<file path="config.mk">
export PLATFORM = sky130hd
export DESIGN_NAME = key_debounce
export DESIGN_NICKNAME = d
export VERILOG_FILES = /design/src/rtl/key_pkg.sv /design/src/rtl/sync_2ff.sv /design/src/rtl/key_debounce.sv
export SDC_FILE = /design/constraint.sdc
export NUM_CORES = 1
export LEC_CHECK = 0
export ABC_CLOCK_PERIOD_IN_PS = 4300
export CAP_MARGIN = 20
export CORE_MARGIN = 1
export CORE_UTILIZATION = 55
export CTS_BUF_LIST = sky130_fd_sc_hd__clkbuf_4 sky130_fd_sc_hd__clkbuf_8
export CTS_CLUSTER_SIZE = 20
export DETAILED_ROUTE_END_ITERATION = 12
export PLACE_DENSITY = 0.73
export RECOVER_POWER = 50
export SYNTH_ARGS = -nofsm -noshare
export SYNTH_HDL_FRONTEND = slang
export SYNTH_SLANG_ARGS = --single-unit
</file>
<file path="constraint.sdc">
create_clock -name clk -period 4.3 [get_ports clk]
set_clock_uncertainty 0.2 [all_clocks]
set_input_delay 0.645 -clock clk [delete_from_list [all_inputs] [get_ports clk]]
set_output_delay 0.645 -clock clk [all_outputs]
set_load 0.02 [all_outputs]
</file>
<file path="src/rtl/key_pkg.sv">
// key_pkg: state encodings and helpers shared by the key-handling stages.
package key_pkg;

    typedef enum logic [1:0] {
        IDLE       = 2'd0,
        PRESS_FILT = 2'd1,
        DOWN       = 2'd2,
        REL_FILT   = 2'd3
    } key_state_t;

    function automatic int cnt_width(input int cycles);
        return (cycles > 1) ? $clog2(cycles) : 1;
    endfunction

endpackage

</file>
<file path="src/rtl/sync_2ff.sv">
// sync_2ff: two-flop synchronizer for an asynchronous single-bit input.
module sync_2ff #(
    parameter logic RST_VAL = 1'b1
) (
    input  logic clk,
    input  logic rst,
    input  logic d,
    output logic q
);

    logic meta;

    always_ff @(posedge clk or negedge rst)
        if (!rst) {q, meta} <= {RST_VAL, RST_VAL};
        else      {q, meta} <= {meta, d};

endmodule

</file>
<file path="src/rtl/key_debounce.sv">
// key_debounce: synchronizes a bouncing key and accepts a level only after it
// holds for DEBOUNCE_CYCLES consecutive cycles.
module key_debounce
    import key_pkg::*;
#(
    parameter int   DEBOUNCE_CYCLES = 1000000,
    parameter logic KEY_ACTIVE      = 1'b0
) (
    input  logic clk,
    input  logic rst,
    input  logic key_in,
    output logic key_level,
    output logic busy
);

    localparam int            CW   = cnt_width(DEBOUNCE_CYCLES);
    localparam logic [CW-1:0] LAST = CW'(DEBOUNCE_CYCLES - 1);

    key_state_t    state, state_n;
    logic [CW-1:0] cnt, cnt_n;
    logic          key_s, pressed_s;

    // Reset to the released level so leaving reset never looks like a press.
    sync_2ff #(.RST_VAL(~KEY_ACTIVE)) u_sync (
        .clk (clk),
        .rst (rst),
        .d   (key_in),
        .q   (key_s)
    );

    assign pressed_s = key_s == KEY_ACTIVE;

    always_ff @(posedge clk or negedge rst)
        if (!rst) begin
            state <= IDLE;
            cnt   <= '0;
        end else begin
            state <= state_n;
            cnt   <= cnt_n;
        end

    // cnt only advances while a filter interval continues; every transition clears it.
    always_comb begin
        state_n = state;
        cnt_n   = '0;
        case (state)
            IDLE:       state_n = pressed_s ? PRESS_FILT : IDLE;
            PRESS_FILT: if (!pressed_s)       state_n = IDLE;
                        else if (cnt == LAST) state_n = DOWN;
                        else                  cnt_n   = cnt + 1'b1;
            DOWN:       state_n = pressed_s ? DOWN : REL_FILT;
            REL_FILT:   if (pressed_s)        state_n = DOWN;
                        else if (cnt == LAST) state_n = IDLE;
                        else                  cnt_n   = cnt + 1'b1;
            default:    state_n = IDLE;
        endcase
    end

    assign key_level = state == DOWN || state == REL_FILT;
    assign busy      = state == PRESS_FILT || state == REL_FILT;

endmodule

</file>
==> metrics.md, run 1 <==
| Metric | Value |
|---|---|
| Int Power | `around 0.28 mW` |
| Total power | `between 0.3 and 0.4 mW` |
| Synthesized cell area | `roughly 1100 um^2` |
| # fillers | `around 190` |
| Avg WL per Cell | `between 10 and 15 um` |
| Worst VDD drop | `0.0001856 V` |
| Mean number of vias per cell | `between 5 and 6` |
| Startpoint Class | `register` |
| Antenna Cells | `0` |
| Distinct cells, synth | `26` |
| Final instance area | `roughly 1200 um^2` |
| Post-route ant nets | `0` |
| CTS sink count | `24` |
| Initial antenna violation count | `0` |
| Synthesis-to-finish area growth | `8.206%` |
| Clk_lat worst skew | `0.32 ns` |
| Final Hold Viols | `0` |
| Max Slew Vio Count | `0` |
| I/O pins | `5` |
| Tmin final | `~2.6 ns` |
| Area of the multi-input gates | `a little under 500 um^2` |
| Crit path required time | `4.31 ns` |
| First-pass GRT wire length | `3160 um` |
| Psw | `0.07719 mW` |
| Total GRT Usage | `0.2063` |
| Critical path type | `register to register` |
| Unrepaired setup endpoints after global routing | `no` |
| Syn_nets | `120` |
| Tightest Pin Transition | `about 0.71 ns` |
| Row count | `16` |
| Vias in the first global route | `~700` |
| Final worst path period share | `0.6083` |
| Die span in x | `47.60 um` |
| Pwr/cell area | `approximately 290 nW/um^2` |
| Clock tree root driver cell | `clkbuf_4` |
| Syn Inst Count | `116` |
| Seq. cell area | `roughly 600 um^2` |
| Max cap viols | `0` |
| CTS buffer count | `3` |
| # DRC | `0` |
| Clock power frac | `0.327` |
| Clk buf depth | `2` |
| Comb pwr share | `0.037` |
| Status | `completed` |
| # setup viols final | `0` |
| Final hold slack | `0.1649 ns` |
| Largest net degree at the start of global routing | `25` |
| Fin cells | `approximately 150` |
| Clk slew on worst S/H paths | `0.13 ns` |
| Dpl cells | `142` |
| Vias | `roughly 810` |
| Maximum fanout along the worst path | `11` |
| Initial drt markers | `20` |
| Average size of a mapped cell | `approximately 10 um^2` |
| Area after DPL | `around 1200 um^2` |
| Grt total ovfl | `0` |
| Routed WL | `approximately 2000 um` |
| Seq/Total Area, Yosys | `0.5274` |
| # hold bufs at CTS | `0` |
| H-Tree Depth | `1` |
| P_leak | `between 0.4 and 0.5 nW` |
| CP Data Arrival Time | `around 2.6 ns` |
| Post-DP HPWL | `between 1000 and 1500 um` |
| Setup bufs post-CTS | `0` |
| Resize count post-CTS | `0` |
| Number of synthesized register bits | `24` |
| R2r setup slk | `between 1.5 and 2 ns` |
| RePlAce Congestion | `~0.77` |
| Sequential share of power | `0.636` |
| Max Freq | `between 0.3 and 0.4 GHz` |
| Share of cells above drive strength 1 | `0.07500` |
| Initial Util | `0.5829` |
| Setup_tns | `0 ns` |
| I/O Buffers | `4` |
| First-pass DRT Iterations | `4` |
| # nets final | `approximately 130` |
| CTS tree | `done` |
| Die area | `between 2000 and 2500 um^2` |
| Slew margin rel. | `0.5264` |
| Core area | `around 2000 um^2` |
| Ys Warns | `0` |
| Min-delay worst type | `register to register` |
| Crit. End Element | `register` |
| Chip height | `47.60 um` |
| Sw frac | `0.2132` |
state kept, by name, summed over array words and instances, names as in the netlist, named ones only:
signal,flops
u_sync.q,1
cnt,20
u_sync.meta,1
state,1
cells in the final DEF (no fill, tap or decap), types with 4 or more instances in the layout:
| cell | netlist | final |
|---|---|---|
| nor3_1 | 5 | 5 |
| nor2_1 | 16 | 16 |
| nand2_1 | 7 | 7 |
| or3_1 | 4 | 4 |
| nand3_1 | 4 | 4 |
| inv_1 | 7 | 7 |
| dfrtp_1 | 22 | 22 |
| o21ai_0 | 4 | 4 |
| xnor2_1 | 10 | 10 |
| or4_1 | 6 | 6 |
| a21oi_1 | 7 | 7 |
per-layer routing:
metal / GRT usage / vias to the layer above / wire, um
met5: 0 / - / 0
met4: 0.1000 / 0 / 61
met3: 0.04528 / 9 / 31
met2: 0.2986 / 11 / 887
met1: 0.2940 / 386 / 972
li1: - / 407 / -
cells by family after synthesis:
kind of cell / synth area share
mux: 0.008753
flops: 0.5274
simple gates: 0.2396
fa+ha+maj: 0.01094
buf+inv: 0.04705
xor+xnor: 0.09190
compound gates: 0.07440
worst max-delay path, cell delays in order, from the launching register on:
cell	delay, ns
dfrtp_1	0.41
ha_1	0.21
nand3_1	0.14
or4_1	0.57
o211ai_1	0.60
buf_4	0.30
nor2_1	0.08
power groups by stage:
stage                     sequential [mW]  clock, mW  combinational, mW
after floorplan                     0.234          0            0.00590
after global placement              0.234          0             0.0135
after detailed placement            0.235          0             0.0137
after CTS                           0.230      0.120             0.0137
after global routing                0.231      0.130             0.0156
final                               0.230      0.118             0.0133
path summary, 6_finish.rpt:
check | from | cells past startpoint | endpoint
max | cnt[0] | 6 | cnt[10]
min | u_sync.meta | 0 | u_sync.q
max reg2reg | cnt[0] | 6 | cnt[10]
min reg2reg | u_sync.meta | 0 | u_sync.q
max in group asynchronous | rst | 2 | cnt[7]
min in group asynchronous | rst | 1 | cnt[17]
cells in the mapped netlist:
cell       n  area, um^2
xor2_1     2       17.52
or4_1      6       45.04
xnor2_1   10       87.58
nand3_1    4       20.02
dfrtp_1   22       550.5
or3_1      4       25.02
o31ai_1    3       22.52
ha_1       1       12.51
nor2_1    16       60.06
nor4b_1    1       8.760
nor4_1     1       6.260
nand4_1    2       12.51
clkbuf_1   2       7.510
mux2i_1    1       10.01
inv_1      7       26.28
nor2b_1    1       6.260
o211ai_1   1       7.510
a21oi_1    7       35.03
nand3b_1   1       7.510
o21ai_0    4       20.02
nand4_4    1       21.27
dfstp_2    2       52.55
nor3_1     5       25.02
buf_2      4       20.02
nand3_2    1       10.01
nand2_1    7       26.28
area by class of cell:
cell class              count  area share
flip-flops and latches     24      0.4874
multi-input cells          79      0.3933
repair buffers              6     0.04146
clock buffers               4     0.02932
well taps                  27     0.02730
inverters                   7     0.02123
through the flow:
stage	setup slack [ns]	utilization
finish	1.684	0.6307
global route	1.477	0.6307
CTS	1.658	0.6288
detailed placement	1.677	0.6103
global placement	1.776	0.6103
floorplan	2.226	-
Note: power is estimated with default switching activity, not from simulation.
==> run 2, diff against run 1 <==
--- a/config.mk
+++ b/config.mk
@@ -5,14 +5,14 @@
 export SDC_FILE = /design/constraint.sdc
 export NUM_CORES = 1
 export LEC_CHECK = 0
-export ABC_CLOCK_PERIOD_IN_PS = 4300
+export ABC_CLOCK_PERIOD_IN_PS = 2100
 export CAP_MARGIN = 20
 export CORE_MARGIN = 1
 export CORE_UTILIZATION = 55
 export CTS_BUF_LIST = sky130_fd_sc_hd__clkbuf_4 sky130_fd_sc_hd__clkbuf_8
 export CTS_CLUSTER_SIZE = 20
 export DETAILED_ROUTE_END_ITERATION = 12
-export PLACE_DENSITY = 0.73
+export PLACE_DENSITY = 0.76
 export RECOVER_POWER = 50
 export SYNTH_ARGS = -nofsm -noshare
 export SYNTH_HDL_FRONTEND = slang
==> constraint.sdc (replaced) <==
create_clock -name clk -period 2.1 [get_ports clk]
set_clock_uncertainty 0.2 [all_clocks]
set_input_delay 0.315 -clock clk [delete_from_list [all_inputs] [get_ports clk]]
set_output_delay 0.315 -clock clk [all_outputs]
set_load 0.02 [all_outputs]
==> run 2 against run 1 <==
Net effect:
- die area is the same
- setup slack worse by 1.7 ns
- count of clock-buffer cells in the layout is 1 lower
- largest cell class unchanged
- clock power rose by 65%
- fmax increased by 26%
- first-iteration DRC count up 10%
- global-route usage increased by 4.3 points
- wire length up 26%
- critical endpoint is now cnt[19]
- highest routed layer unchanged
- worst hold slack worse by 0.00074 ns
- sequential power rose by 110%
- critical path depth shrank 1
- final area grew 9.4%
==> metrics.md, run 2 (synthesis results as in run 1) <==
| Metric | Value |
|---|---|
| Area after DPL | `1257 um^2 (+5.0%)` |
| Clk slew on worst S/H paths | `0.12 ns (about the same)` |
| # nets final | `136 (+8.8%)` |
| CP Data Arrival Time | `2.12 ns (-0.51 ns)` |
| Most frequent cells in the layout | `21 x dfrtp_1, 13 x nor2_1, 12 x buf_4` |
| # fillers | `164 (-11%)` |
| Crit path required time | `2.14 ns (-2.17 ns)` |
| H-Tree Depth | `1 (unchanged)` |
| I/O Buffers | `4 (unchanged)` |
| I/O pins | `5 (unchanged)` |
| Final worst path period share | `0.9917 (+0.3834)` |
| CP Launch Point | `cnt[0]` |
| Vias | `896 (+10%)` |
| Core area | `1962 um^2 (unchanged)` |
| Max FFs per register | `20 (unchanged)` |
| Status | `completed` |
| Max incr delay on CP | `0.54 ns (-0.06 ns)` |
| Routed WL | `2458 um (+26%)` |
| Max Freq | `0.4802 GHz (+26%)` |
| Tmin final | `2.083 ns (-0.5331 ns)` |
| Chip height | `47.60 um (unchanged)` |
| # DRC | `0 (unchanged)` |
| # hold bufs at CTS | `0 (unchanged)` |
| Critical path type | `register to register` |
| Vias in the first global route | `804 (+15%)` |
| Max cap viols | `0 (unchanged)` |
| Clock tree root driver cell | `clkbuf_4` |
| Avg WL per Cell | `15.66 um (+18%)` |
| Die area | `2266 um^2 (unchanged)` |
| First-pass GRT wire length | `3760 um (+19%)` |
| Total power | `0.7057 mW (+95%)` |
| Synthesis-to-finish area growth | `18.38%` |
| Biggest register | `cnt` |
| Most common cell after layout, fill and taps aside | `dfrtp_1` |
| Grt total ovfl | `0 (unchanged)` |
| Tightest Pin Transition | `1.251 ns (+0.5439 ns)` |
| Slew margin rel. | `0.1659 (-0.3605)` |
| Clk_lat worst skew | `0.31 ns (about the same)` |
| Min-delay worst type | `register to register` |
| CTS buffer count | `3 (unchanged)` |
| Max stage delay cell, worst path | `or4_4` |
| CTS sink count | `24 (unchanged)` |
| Clk buf depth | `2 (unchanged)` |
| Largest net degree at the start of global routing | `25 (unchanged)` |
| Reg2reg start | `cnt[0]` |
| CTS tree | `done` |
| Family with the most delay on the worst path | `simple AND/OR/NAND/NOR gates` |
| Final Hold Viols | `0 (unchanged)` |
| CP Buf/Inv Count | `1 (unchanged)` |
| Row count | `16 (unchanged)` |
| P_leak | `0.5075 nW (+10%)` |
| Mean number of vias per cell | `5.707 (+3.2%)` |
| Initial drt markers | `22 (+10%)` |
| First-pass DRT Iterations | `4 (unchanged)` |
| Max Slew Vio Count | `0 (unchanged)` |
| Crit. End Element | `register` |
| Final instance area | `1354 um^2 (+9.4%)` |
| Startpoint Class | `register` |
| Critical path cell sequence | `buf_4 -> nand3_2 -> or4_4 -> or4_1 -> a21oi_2` |
| Worst VDD drop | `0.0004035 V (+120%)` |
| Post-route ant nets | `0 (unchanged)` |
| # setup viols final | `0 (unchanged)` |
| Die span in x | `47.60 um (unchanged)` |
| Initial Util | `0.5829 (unchanged)` |
| RePlAce Congestion | `0.8138 (+5.6%)` |
| Share of cells above drive strength 1 | `0.2385 (+0.1635)` |
| Final core occ | `0.6901 (+0.05931)` |
| Antenna Cells | `0 (unchanged)` |
| Initial antenna violation count | `0 (unchanged)` |
| Unrepaired setup endpoints after global routing | `yes` |
| Post-DP HPWL | `1604 um (+19%)` |
| Worst min-delay path startpoint | `u_sync.meta` |
| Maximum fanout along the worst path | `8 (-3)` |
| Total GRT Usage | `0.2490 (+0.04269)` |
| Pwr/cell area | `521.3 nW/um^2 (+78%)` |
==> run 2: cell types whose count changed in the layout (fill, tap and decap cells not counted), moves of 3 or more <==
cell / before / now
a21oi_2: 0 / 3
or4_4: 0 / 4
nor2_1: 16 / 13
a21oi_1: 7 / 4
or4_1: 6 / 2
nor2_2: 0 / 3
buf_4: 1 / 12
==> run 2: what timing repair did <==
action	4_1_cts	5_1_grt
setup endpoints to repair	13	20
pin swaps	3	5
resized for setup	7	8
hold endpoints to repair	0	0
setup buffers	2	1
cloned	1	0
==> run 2: worst register-to-register path: stages, from the launching register on <==
cell and delay, ns:
dfrtp_1 0.43, buf_4 0.14, nand3_2 0.08, or4_4 0.54
or4_1 0.45, a21oi_2 0.18
==> run 2: final timing paths <==
| check | end | slack (ns) | cells past startpoint |
|---|---|---|---|
| min | u_sync.q | 0.16 | 0 |
| max reg2reg | cnt[19] | 0.02 | 5 |
| min in group asynchronous | cnt[18] | 0.50 | 2 |
| max | cnt[19] | 0.02 | 5 |
| min reg2reg | u_sync.q | 0.16 | 0 |
| max in group asynchronous | cnt[3] | 0.37 | 2 |
==> run 2: stage by stage <==
stage               worst slack (ns)  std cells  hold WS (ns)  TNS (ns)
floorplan                    0.02594        116       -0.1806         0
global placement             0.02889        150        0.1462         0
detailed placement          -0.06005        150        0.1616   -0.1380
CTS                          0.01339        156        0.1483         0
global route                -0.02557        157        0.1754   -0.2288
finish                       0.01736        157        0.1641         0
==> run 2: routing by layer <==
| layer | routed length [um] | track usage |
|---|---|---|
| met1 | 1040 | 0.3205 |
| met4 | 31 | 0.08333 |
| met5 | 0 | 0 |
| met2 | 1296 | 0.4329 |
| met3 | 89 | 0.03396 |
==> run 2: power by group <==
| group | internal, mW | switching, mW | total [mW] |
|---|---|---|---|
| sequential | 0.468 | 0.00454 | 0.473 |
| clock | 0.0672 | 0.128 | 0.195 |
| combinational | 0.0150 | 0.0231 | 0.0381 |
| total | 0.551 | 0.155 | 0.706 |
==> run 2: layout make-up <==
type | count | area (um^2) | share of cell area
Multi-Input combinational cell | 79 | 533.0 | 0.3937
Inverter | 7 | 26.28 | 0.01941
Clock buffer | 3 | 22.52 | 0.01664
Sequential cell | 24 | 604.3 | 0.4464
Timing Repair Buffer | 17 | 133.9 | 0.09889
Tap cell | 27 | 33.78 | 0.02495
==> run 3, diff against run 2 <==
--- a/config.mk
+++ b/config.mk
@@ -7,12 +7,14 @@
 export LEC_CHECK = 0
 export ABC_CLOCK_PERIOD_IN_PS = 2100
 export CAP_MARGIN = 20
+export CELL_PAD_IN_SITES_DETAIL_PLACEMENT = 1
+export CELL_PAD_IN_SITES_GLOBAL_PLACEMENT = 1
 export CORE_MARGIN = 1
-export CORE_UTILIZATION = 55
+export CORE_UTILIZATION = 43
 export CTS_BUF_LIST = sky130_fd_sc_hd__clkbuf_4 sky130_fd_sc_hd__clkbuf_8
 export CTS_CLUSTER_SIZE = 20
 export DETAILED_ROUTE_END_ITERATION = 12
-export PLACE_DENSITY = 0.76
+export PLACE_DENSITY_LB_ADDON = 0.1
 export RECOVER_POWER = 50
 export SYNTH_ARGS = -nofsm -noshare
 export SYNTH_HDL_FRONTEND = slang
==> run 3 against run 2 <==
Net effect:
- the run now ends with negative setup slack left
- die area is 27% higher
- final cell count is 8.9% higher
- worst hold slack better by 0.013 ns
- core utilization is 8.0 points lower
- total power is 7.1% higher
- via count is 7.0% higher
- global-route usage is 3.9 points lower
- register-to-register slack worse by 0.07 ns
- combinational power is 41% higher
- clock power is 18% higher
- first-iteration DRC count is 73% lower
- non-clock buffer count is 10 higher
- critical path type unchanged
- critical endpoint is now cnt[11]
- largest power group unchanged
==> metrics.md, run 3 (synthesis results as in run 1) <==
| Metric | Value |
|---|---|
| Antenna Cells | `0 (unchanged)` |
| Clk_lat worst skew | `0.32 ns (about the same)` |
| Clk slew on worst S/H paths | `0.13 ns (about the same)` |
| Biggest register | `cnt` |
| # nets final | `146 (+7.4%)` |
| Area of the multi-input gates | `590.6 um^2 (+11%)` |
| First-pass GRT wire length | `4305 um (+14%)` |
| RePlAce Congestion | `0.7252 (-11%)` |
| Post-DP HPWL | `1823 um (+14%)` |
| Avg WL per Cell | `18.17 um (+16%)` |
| Critical path cell sequence | `ha_2 -> nand3_2 -> or4_4 -> o211ai_1 -> buf_4 -> clkbuf_16 -> nor2_4` |
| I/O pins | `5 (unchanged)` |
| P_leak | `0.5736 nW (+13%)` |
| # setup viols final | `10 (+10)` |
| Max Freq | `0.4647 GHz (-3.2%)` |
| Synthesis-to-finish area growth | `33.26%` |
| CP Data Arrival Time | `2.18 ns (+0.06 ns)` |
| Min-delay worst type | `register to register` |
| Final Hold Viols | `0 (unchanged)` |
| Startpoint Class | `register` |
| Most common cell after layout, fill and taps aside | `dfrtp_1` |
| CP Buf/Inv Count | `2 (+1)` |
| Final instance area | `1524 um^2 (+13%)` |
| Tmin final | `2.152 ns (+0.06913 ns)` |
| Share of cells above drive strength 1 | `0.3617 (+0.1232)` |
| Crit path required time | `2.13 ns (about the same)` |
| Clk buf depth | `2 (unchanged)` |
| Pwr/cell area | `496.2 nW/um^2 (-4.8%)` |
| H-Tree Depth | `1 (unchanged)` |
| Area after DPL | `1284 um^2 (+2.1%)` |
| Unrepaired setup endpoints after global routing | `yes` |
| Row count | `18 (+2)` |
| Final worst slack | `-0.05177 ns (-0.06913 ns)` |
| Seq. cell area | `604.3 um^2 (unchanged)` |
| Die span in x | `53.57 um (+13%)` |
| Family with the most delay on the worst path | `simple AND/OR/NAND/NOR gates` |
| Total GRT Usage | `0.2097 (-0.03933)` |
| Vias in the first global route | `941 (+17%)` |
| CTS sink count | `24 (unchanged)` |
| Critical path type | `register to register` |
| Post-route ant nets | `0 (unchanged)` |
| Final worst path period share | `1.025 (+0.03292)` |
| Largest net degree at the start of global routing | `25 (unchanged)` |
| Initial Util | `0.4575 (-0.1255)` |
| Fin cells | `171 (+8.9%)` |
| Pre-CTS WS | `-0.1221 ns (-0.06203 ns)` |
| Clock tree root driver cell | `clkbuf_4` |
| # DRC | `0 (unchanged)` |
| Grt total ovfl | `0 (unchanged)` |
| Crit. End Element | `register` |
| Vias | `959 (+7.0%)` |
| Mean number of vias per cell | `5.608 (-1.7%)` |
| Die area | `2870 um^2 (+27%)` |
| Max stage delay cell, worst path | `or4_4` |
| I/O Buffers | `4 (unchanged)` |
| Status | `complete, but fails checks` |
| Worst VDD drop | `0.0004338 V (+7.5%)` |
| Tightest Pin Transition | `1.340 ns (+0.08854 ns)` |
| # fillers | `284 (+73%)` |
| Initial drt markers | `6 (-73%)` |
| Dpl cells | `156 (+4.0%)` |
| Routed WL | `3107 um (+26%)` |
| # hold bufs at CTS | `0 (unchanged)` |
| CTS tree | `done` |
| Failing checks | `negative setup slack` |
| Initial antenna violation count | `0 (unchanged)` |
| Max incr delay on CP | `0.43 ns (-0.11 ns)` |
| Final hold slack | `0.1773 ns (+0.01319 ns)` |
| Chip height | `53.57 um (+13%)` |
| Maximum fanout along the worst path | `5 (-3)` |
| Core area | `2500 um^2 (+27%)` |
| First-pass DRT Iterations | `4 (unchanged)` |
| Max Slew Vio Count | `0 (unchanged)` |
| CTS buffer count | `3 (unchanged)` |
| Max FFs per register | `20 (unchanged)` |
| Slew margin rel. | `0.1069 (-0.05902)` |
| Max cap viols | `0 (unchanged)` |
| Most frequent cells in the layout | `21 x dfrtp_1, 18 x buf_4, 10 x xnor2_1, 10 x nor2_1` |
-- run 3: cell count changes in the layout (fill, tap and decap cells not counted), sizes merged --
cell,before,now
buf,12,21
clkbuf,4,6
-- run 3: worst paths after layout --
path                            slack (ns)       end   startpoint  cells past startpoint
max in group asynchronous             0.29    cnt[6]          rst                      2
min in group asynchronous             0.53   cnt[17]          rst                      2
worst min-delay path                  0.18  u_sync.q  u_sync.meta                      0
worst min register to register        0.18  u_sync.q  u_sync.meta                      0
worst max register to register       -0.05   cnt[11]       cnt[0]                      7
worst max-delay path                 -0.05   cnt[11]       cnt[0]                      7
-- run 3: cell type report --
type | count | area share
tap | 30 | 0.02463
multi-input combinational | 79 | 0.3875
clock buffer | 4 | 0.01970
sequential | 24 | 0.3966
inverter | 7 | 0.01724
timing repair buffer | 27 | 0.1544
-- run 3: per-stage QoR --
stage | utilization | total power, mW | TNS [ns]
2_1_floorplan | - | 0.4919 | 0
3_3_place_gp | 0.5135 | 0.5125 | 0
3_5_place_dp | 0.5135 | 0.5161 | -0.6028
4_1_cts | 0.5380 | 0.7457 | -0.001014
5_1_grt | 0.6096 | 0.7853 | -1.474
6_report | 0.6096 | 0.7561 | -0.3668
-- run 3: what timing repair did --
| action | in CTS | in global routing |
|---|---|---|
| pin swaps | 3 | 9 |
| resized for setup | 5 | 29 |
| setup endpoints to repair | 20 | 21 |
| cloned | 0 | 3 |
| setup buffers | 2 | 7 |
-- run 3: power breakdown --
group          internal [mW]  total (mW)  switching (mW)
combinational         0.0225      0.0536          0.0311
clock                 0.0875       0.230           0.143
sequential             0.468       0.472         0.00376
-- run 3: metal layers --
metal  vias to the layer above  wire (um)  global-route usage
li1                        449          -                   -
met1                       497       1304              0.2606
met2                         9       1687              0.3583
met3                         4         64             0.02825
met4                         0         51             0.09649
met5                         -          0                   0
